===== src/rtl/small_lpf_channel_scheduler_if.sv =====
// small_lpf_channel_scheduler_if: sample-in / result-out handshake bundle for the shared LPF scheduler
//   in_valid/in_data/in_ready : per-channel sample stream, channel i at in_data[i*WIDTH +: WIDTH]
//   out_valid/out_ready       : result handshake
//   out_ch/out_data           : channel tag and filtered word
interface small_lpf_channel_scheduler_if #(
    parameter int WIDTH   = 8,
    parameter int NUM_CH  = 4,
    parameter int CH_BITS = 2
);
    logic [NUM_CH-1:0]       in_valid;
    logic [NUM_CH*WIDTH-1:0] in_data;
    logic [NUM_CH-1:0]       in_ready;
    logic                    out_valid;
    logic                    out_ready;
    logic [CH_BITS-1:0]      out_ch;
    logic [WIDTH-1:0]        out_data;
    modport master (output in_valid, in_data, out_ready, input in_ready, out_valid, out_ch, out_data);
    modport slave  (input in_valid, in_data, out_ready, output in_ready, out_valid, out_ch, out_data);
endinterface


===== src/rtl/small_lpf_channel_scheduler.sv =====
// small_lpf_channel_scheduler: one shared single-pole IIR LPF update unit time-multiplexed over NUM_CH channels
//   clk     : system clock
//   rst_n   : asynchronous active-low reset
//   clear_i : synchronous pulse, zeroes every channel state and blocks grants that cycle
//   bus     : slave side of the sample/result handshake interface
module small_lpf_channel_scheduler #(
    parameter int WIDTH     = 8,
    parameter int FILT_BITS = 8,
    parameter int NUM_CH    = 4,
    parameter int CH_BITS   = 2
) (
    input logic clk,
    input logic rst_n,
    input logic clear_i,
    small_lpf_channel_scheduler_if.slave bus
);
    localparam int SW = WIDTH + FILT_BITS;

    logic [SW-1:0]      state_q [NUM_CH];
    logic [CH_BITS-1:0] ptr_q;
    logic               out_valid_q;
    logic [CH_BITS-1:0] out_ch_q;
    logic [WIDTH-1:0]   out_data_q;

    logic               slot_free;
    logic               found;
    logic [CH_BITS-1:0] idx;
    logic [CH_BITS-1:0] gidx;
    logic [NUM_CH-1:0]  grant;
    logic [SW-1:0]      sel_state;
    logic [WIDTH-1:0]   sel_data;
    logic [SW-1:0]      state_d;
    logic [CH_BITS-1:0] ptr_d;

    assign slot_free = !out_valid_q || bus.out_ready;

    // Round-robin search starting at the pointer; grants are gated by reset so
    // in_ready falls the moment rst_n drops rather than at the next edge.
    always_comb begin
        grant = '0;
        gidx  = '0;
        found = 1'b0;
        idx   = '0;
        if (rst_n && !clear_i && slot_free) begin
            for (int k = 0; k < NUM_CH; k++) begin
                idx = CH_BITS'((int'(ptr_q) + k) % NUM_CH);
                if (!found && bus.in_valid[idx]) begin
                    found       = 1'b1;
                    gidx        = idx;
                    grant[idx]  = 1'b1;
                end
            end
        end
    end

    // y += x - y/2^N at full state width; the state can never exceed (2^WIDTH-1)*2^N.
    assign sel_state = state_q[gidx];
    assign sel_data  = bus.in_data[int'(gidx)*WIDTH +: WIDTH];
    assign state_d   = sel_state + SW'(sel_data) - SW'(sel_state[SW-1:FILT_BITS]);
    assign ptr_d     = (gidx == CH_BITS'(NUM_CH - 1)) ? '0 : gidx + CH_BITS'(1);

    always_ff @(posedge clk or negedge rst_n) begin
        if (!rst_n) begin
            for (int i = 0; i < NUM_CH; i++) state_q[i] <= '0;
            ptr_q       <= '0;
            out_valid_q <= 1'b0;
            out_ch_q    <= '0;
            out_data_q  <= '0;
        end else begin
            if (clear_i) begin
                for (int i = 0; i < NUM_CH; i++) state_q[i] <= '0;
            end else if (found) begin
                state_q[gidx] <= state_d;
            end
            if (found) begin
                ptr_q       <= ptr_d;
                out_valid_q <= 1'b1;
                out_ch_q    <= gidx;
                out_data_q  <= state_d[SW-1:FILT_BITS];
            end else if (bus.out_ready) begin
                out_valid_q <= 1'b0;
            end
        end
    end

    assign bus.in_ready  = grant;
    assign bus.out_valid = out_valid_q;
    assign bus.out_ch    = out_ch_q;
    assign bus.out_data  = out_data_q;
endmodule

===== src/flat_wrapper.sv =====
// flat-port wrapper written by rule: the top's interface ports become plain ports
module small_lpf_channel_scheduler_flat 
#(
    parameter int WIDTH     = 8,
    parameter int FILT_BITS = 8,
    parameter int NUM_CH    = 4,
    parameter int CH_BITS   = 2
)
  (clk, rst_n, clear_i, bus_in_valid, bus_in_data, bus_out_ready, bus_in_ready, bus_out_valid, bus_out_ch, bus_out_data);
  small_lpf_channel_scheduler_if #(.WIDTH(WIDTH), .NUM_CH(NUM_CH), .CH_BITS(CH_BITS)) bus_i ();
  input logic clk;
  input logic rst_n;
  input logic clear_i;
  input wire logic [$bits(bus_i.in_valid)-1:0] bus_in_valid;
  input wire logic [$bits(bus_i.in_data)-1:0] bus_in_data;
  input wire logic [$bits(bus_i.out_ready)-1:0] bus_out_ready;
  output wire logic [$bits(bus_i.in_ready)-1:0] bus_in_ready;
  output wire logic [$bits(bus_i.out_valid)-1:0] bus_out_valid;
  output wire logic [$bits(bus_i.out_ch)-1:0] bus_out_ch;
  output wire logic [$bits(bus_i.out_data)-1:0] bus_out_data;
  assign bus_i.in_valid = bus_in_valid;
  assign bus_i.in_data = bus_in_data;
  assign bus_i.out_ready = bus_out_ready;
  assign bus_in_ready = bus_i.in_ready;
  assign bus_out_valid = bus_i.out_valid;
  assign bus_out_ch = bus_i.out_ch;
  assign bus_out_data = bus_i.out_data;
  small_lpf_channel_scheduler #(.WIDTH(WIDTH), .FILT_BITS(FILT_BITS), .NUM_CH(NUM_CH), .CH_BITS(CH_BITS)) u_core (.clk(clk), .rst_n(rst_n), .clear_i(clear_i), .bus(bus_i));
endmodule

===== config.mk =====
export PLATFORM = sky130hd
export DESIGN_NAME = small_lpf_channel_scheduler_flat
export DESIGN_NICKNAME = d
export VERILOG_FILES = /design/src/rtl/small_lpf_channel_scheduler_if.sv /design/src/rtl/small_lpf_channel_scheduler.sv /design/src/flat_wrapper.sv
export SDC_FILE = /design/constraint.sdc
export NUM_CORES = 1
export LEC_CHECK = 0
export CAP_MARGIN = 0
export CORE_MARGIN = 2
export CORE_UTILIZATION = 63
export CTS_CLUSTER_DIAMETER = 100
export DETAILED_ROUTE_END_ITERATION = 8
export GPL_ROUTABILITY_DRIVEN = 0
export PLACE_DENSITY_LB_ADDON = 0.15
export SYNTH_ARGS = -nofsm -noshare
export SYNTH_HDL_FRONTEND = slang
export SYNTH_SLANG_ARGS = --single-unit

===== constraint.sdc =====
create_clock -name clk -period 12.6 [get_ports clk]
set_input_delay 1.89 -clock clk [delete_from_list [all_inputs] [get_ports clk]]
set_output_delay 1.89 -clock clk [all_outputs]
set_load 0.02 [all_outputs]

==> flow_summary.ini <==
[global_routing]
grt_max_degree = 78
busiest_layer = met2
grt_use_met2_pct = 48.0
antenna_found_initial = 0
grt_pass1_wl_mm = 24.5
grt_pass1_vias = 5016
grt_usage_pct = 31.2
grtUsageMet1_pct = 42.8
use_met3_pct = 5.74
overflow = 0

[layout]
register_area_um2 = 1930
area_growth_pct = 12.7
antenna_cells = 0
multi_input_area_um2 = 3440
fin_util_pct = 73.0
fillers = 672
fin_nets = 762
fin_cells = 803
final_area_um2 = 6370
drive_above_1_share_pct = 6.47

[synthesis]
netlist_top_cells_count = nand2_1, dfrtp_1, o21ai_0
synth.distinct_cells = 72
synth.area.top_cells = dfrtp_1, nand2_1, ha_1, nand3b_1, o21ai_0
async_reset_ff_share_pct = 100
synth-seq-cells = 77
synth_area_leader_cell = dfrtp_1
yosysMostFrequentCell = nand2_1
ys_warn_count = 0
synth_flop_cell = dfrtp_1
avgSynthCellArea_um2 = 8.46
syn_area_um2 = 5650
syn_nets = 740
synth_top_area_share_pct = 34.1
seq_area_frac_synth_pct = 34.1
synth_edf_count = 0
postSynthCellCount = 668

[sta]
rsz0062_at_grt = false
fin_worst_skew_ns = 0.00834
maxSlewViolCount = 0
min_period_ns = 8.14
finalCritPeriodShare_pct = 64.6
setup-violations-final = 0
hold_slack_ns = 0.482
hold_viol = 0
tns_ns = 0
worst_pin_slew_ns = 1.18
setup_ws_ns = 4.46
slew_headroom_pct = 21.0
fmax_mhz = 123

[run_status]
status = finished clean

[place]
place_area_um2 = 6160
place_inst = 787
io_buffers = 54
dp_hpwl_mm = 9.80
dp_slack_ns = 4.18

[setup_path]
r2r_slack_ns = 5.03
reg2reg_to = u_core.state_q[62]$_DFFE_PN0P_
criticalPathCategory = in2reg
r2r_start = u_core.ptr_q[0]$_DFFE_PN0P_
startpoint = bus_in_valid[2]
rr_worst_depth = 21
arrival_ns = 8.43
critPathMaxFanout = 55
crit_required_ns = 12.89
cp-end-kind = register
setup.worst_path.start_class = input port

[clocking]
cts_root_buf = clkbuf_8
path_clk_slew_ns = 0.08
ctsHoldBuffers = 0
clk_latency_ns = 0.36
numCtsBuffers = 9
cts_resized = 0
clock-sinks = 77
htree_levels = 3
clock_path_buffers = 2
tritoncts = built
cts_setup_buffers = 0

[floorplanning]
die_h_um = 98.7
start_util_pct = 64.8
die_x_um = 98.7
std_cell_rows = 34
io_pins = 55
core_area_um2 = 8720
die_area_um2 = 9740

[power]
power.density_nw_per_um2 = 283
ir_drop_mv = 0.200
power_mw = 1.80
leakagePower_nw = 2.78

[drt]
drc = 0
drtIter0Drc = 399
postRouteAntennaNets = 0
via_per_inst = 6.57
drtPass1Iterations = 5
route.vias.total = 5272
routed_wl_mm = 14.7
wire_per_inst_um = 18.3

[hold_path]
min-delay-start = u_core.bus.out_ch[1]$_DFFE_PN0P_
hp-class = reg2reg
min_path_cells = 2
holdPathEnd = u_core.bus.out_ch[1]$_DFFE_PN0P_

[flow_run]
maxCapViolCount = 0
-- how the worst max path moves through the flow --
stage,endpoint,slack [ns],cells past startpoint
5_1_grt,u_core.state_q[47]$_DFFE_PN0P_,3.90,21
6_report,u_core.state_q[62]$_DFFE_PN0P_,4.46,22
3_5_place_dp,u_core.state_q[46]$_DFFE_PN0P_,4.18,22
2_1_floorplan,u_core.state_q[47]$_DFFE_PN0P_,5.35,25
4_1_cts,u_core.state_q[62]$_DFFE_PN0P_,4.53,22
3_3_place_gp,u_core.state_q[47]$_DFFE_PN0P_,4.36,21
-- registers in the layout, summed over array words and instances (netlist names) --
name / flops
u_core.ptr_q: 2
u_core.bus.out_data: 8
u_core.bus.out_ch: 2
u_core.state_q: 64
u_core.bus.out_valid: 1
-- logic make-up after synthesis --
family	Yosys count	synth area share (%)
mux	24	5.05
fa+ha+maj	32	7.35
compound gates	162	19.9
buf+inv	69	5.00
flops	77	34.1
xor+xnor	15	2.32
simple gates	289	26.3
-- area by class of cell --
type | count | area share (%)
tap | 108 | 2.12
multi-input combinational | 522 | 54.1
inverter | 22 | 1.34
sequential | 77 | 30.3
clock inverter | 5 | 0.923
clock buffer | 11 | 2.38
timing repair buffer | 58 | 8.92
-- cells in the final DEF, fill, tap and decap left out, types with 20 or more instances in the layout --
master / Yosys / routed
a21oi_1: 23 / 23
clkdlybuf4s50_1: 0 / 53
dfrtp_1: 77 / 77
ha_1: 30 / 30
inv_1: 20 / 20
nand2_1: 133 / 133
nand3_1: 25 / 25
nand3b_1: 46 / 46
nor2_1: 26 / 25
o21ai_0: 48 / 48
-- critical path, cell delays in order --
cell             delay [ns]
clkdlybuf4s50_1        0.61
mux4_2                 0.67
nor2b_4                0.23
o211ai_4               0.12
nand2_4                0.43
inv_4                  0.36
a2111oi_2              0.69
nor2_1                 0.19
xor2_1                 0.20
ha_1                   0.20
o21bai_1               0.16
ha_1                   0.33
nor2b_1                0.14
o21ai_0                0.19
a21boi_0               0.12
o21ai_0                0.20
a21boi_0               0.14
o31a_1                 0.29
o311a_1                0.36
o21a_1                 0.30
or4_1                  0.49
nand3_1                0.10
-- power by group --
| part | switching (mW) | internal, mW |
|---|---|---|
| Combinational | 0.798 | 0.464 |
| Sequential | 0.0439 | 0.302 |
| Clock | 0.0955 | 0.102 |
| Total | 0.937 | 0.868 |
-- routing by layer --
| layer | share of wire, % | wire length (um) |
|---|---|---|
| met3 | 7.4 | 1090 |
| met5 | 0 | 0 |
| met4 | 3.3 | 484 |
| met2 | 46 | 6790 |
| met1 | 43 | 6330 |
(Power assumes the default switching activity.)
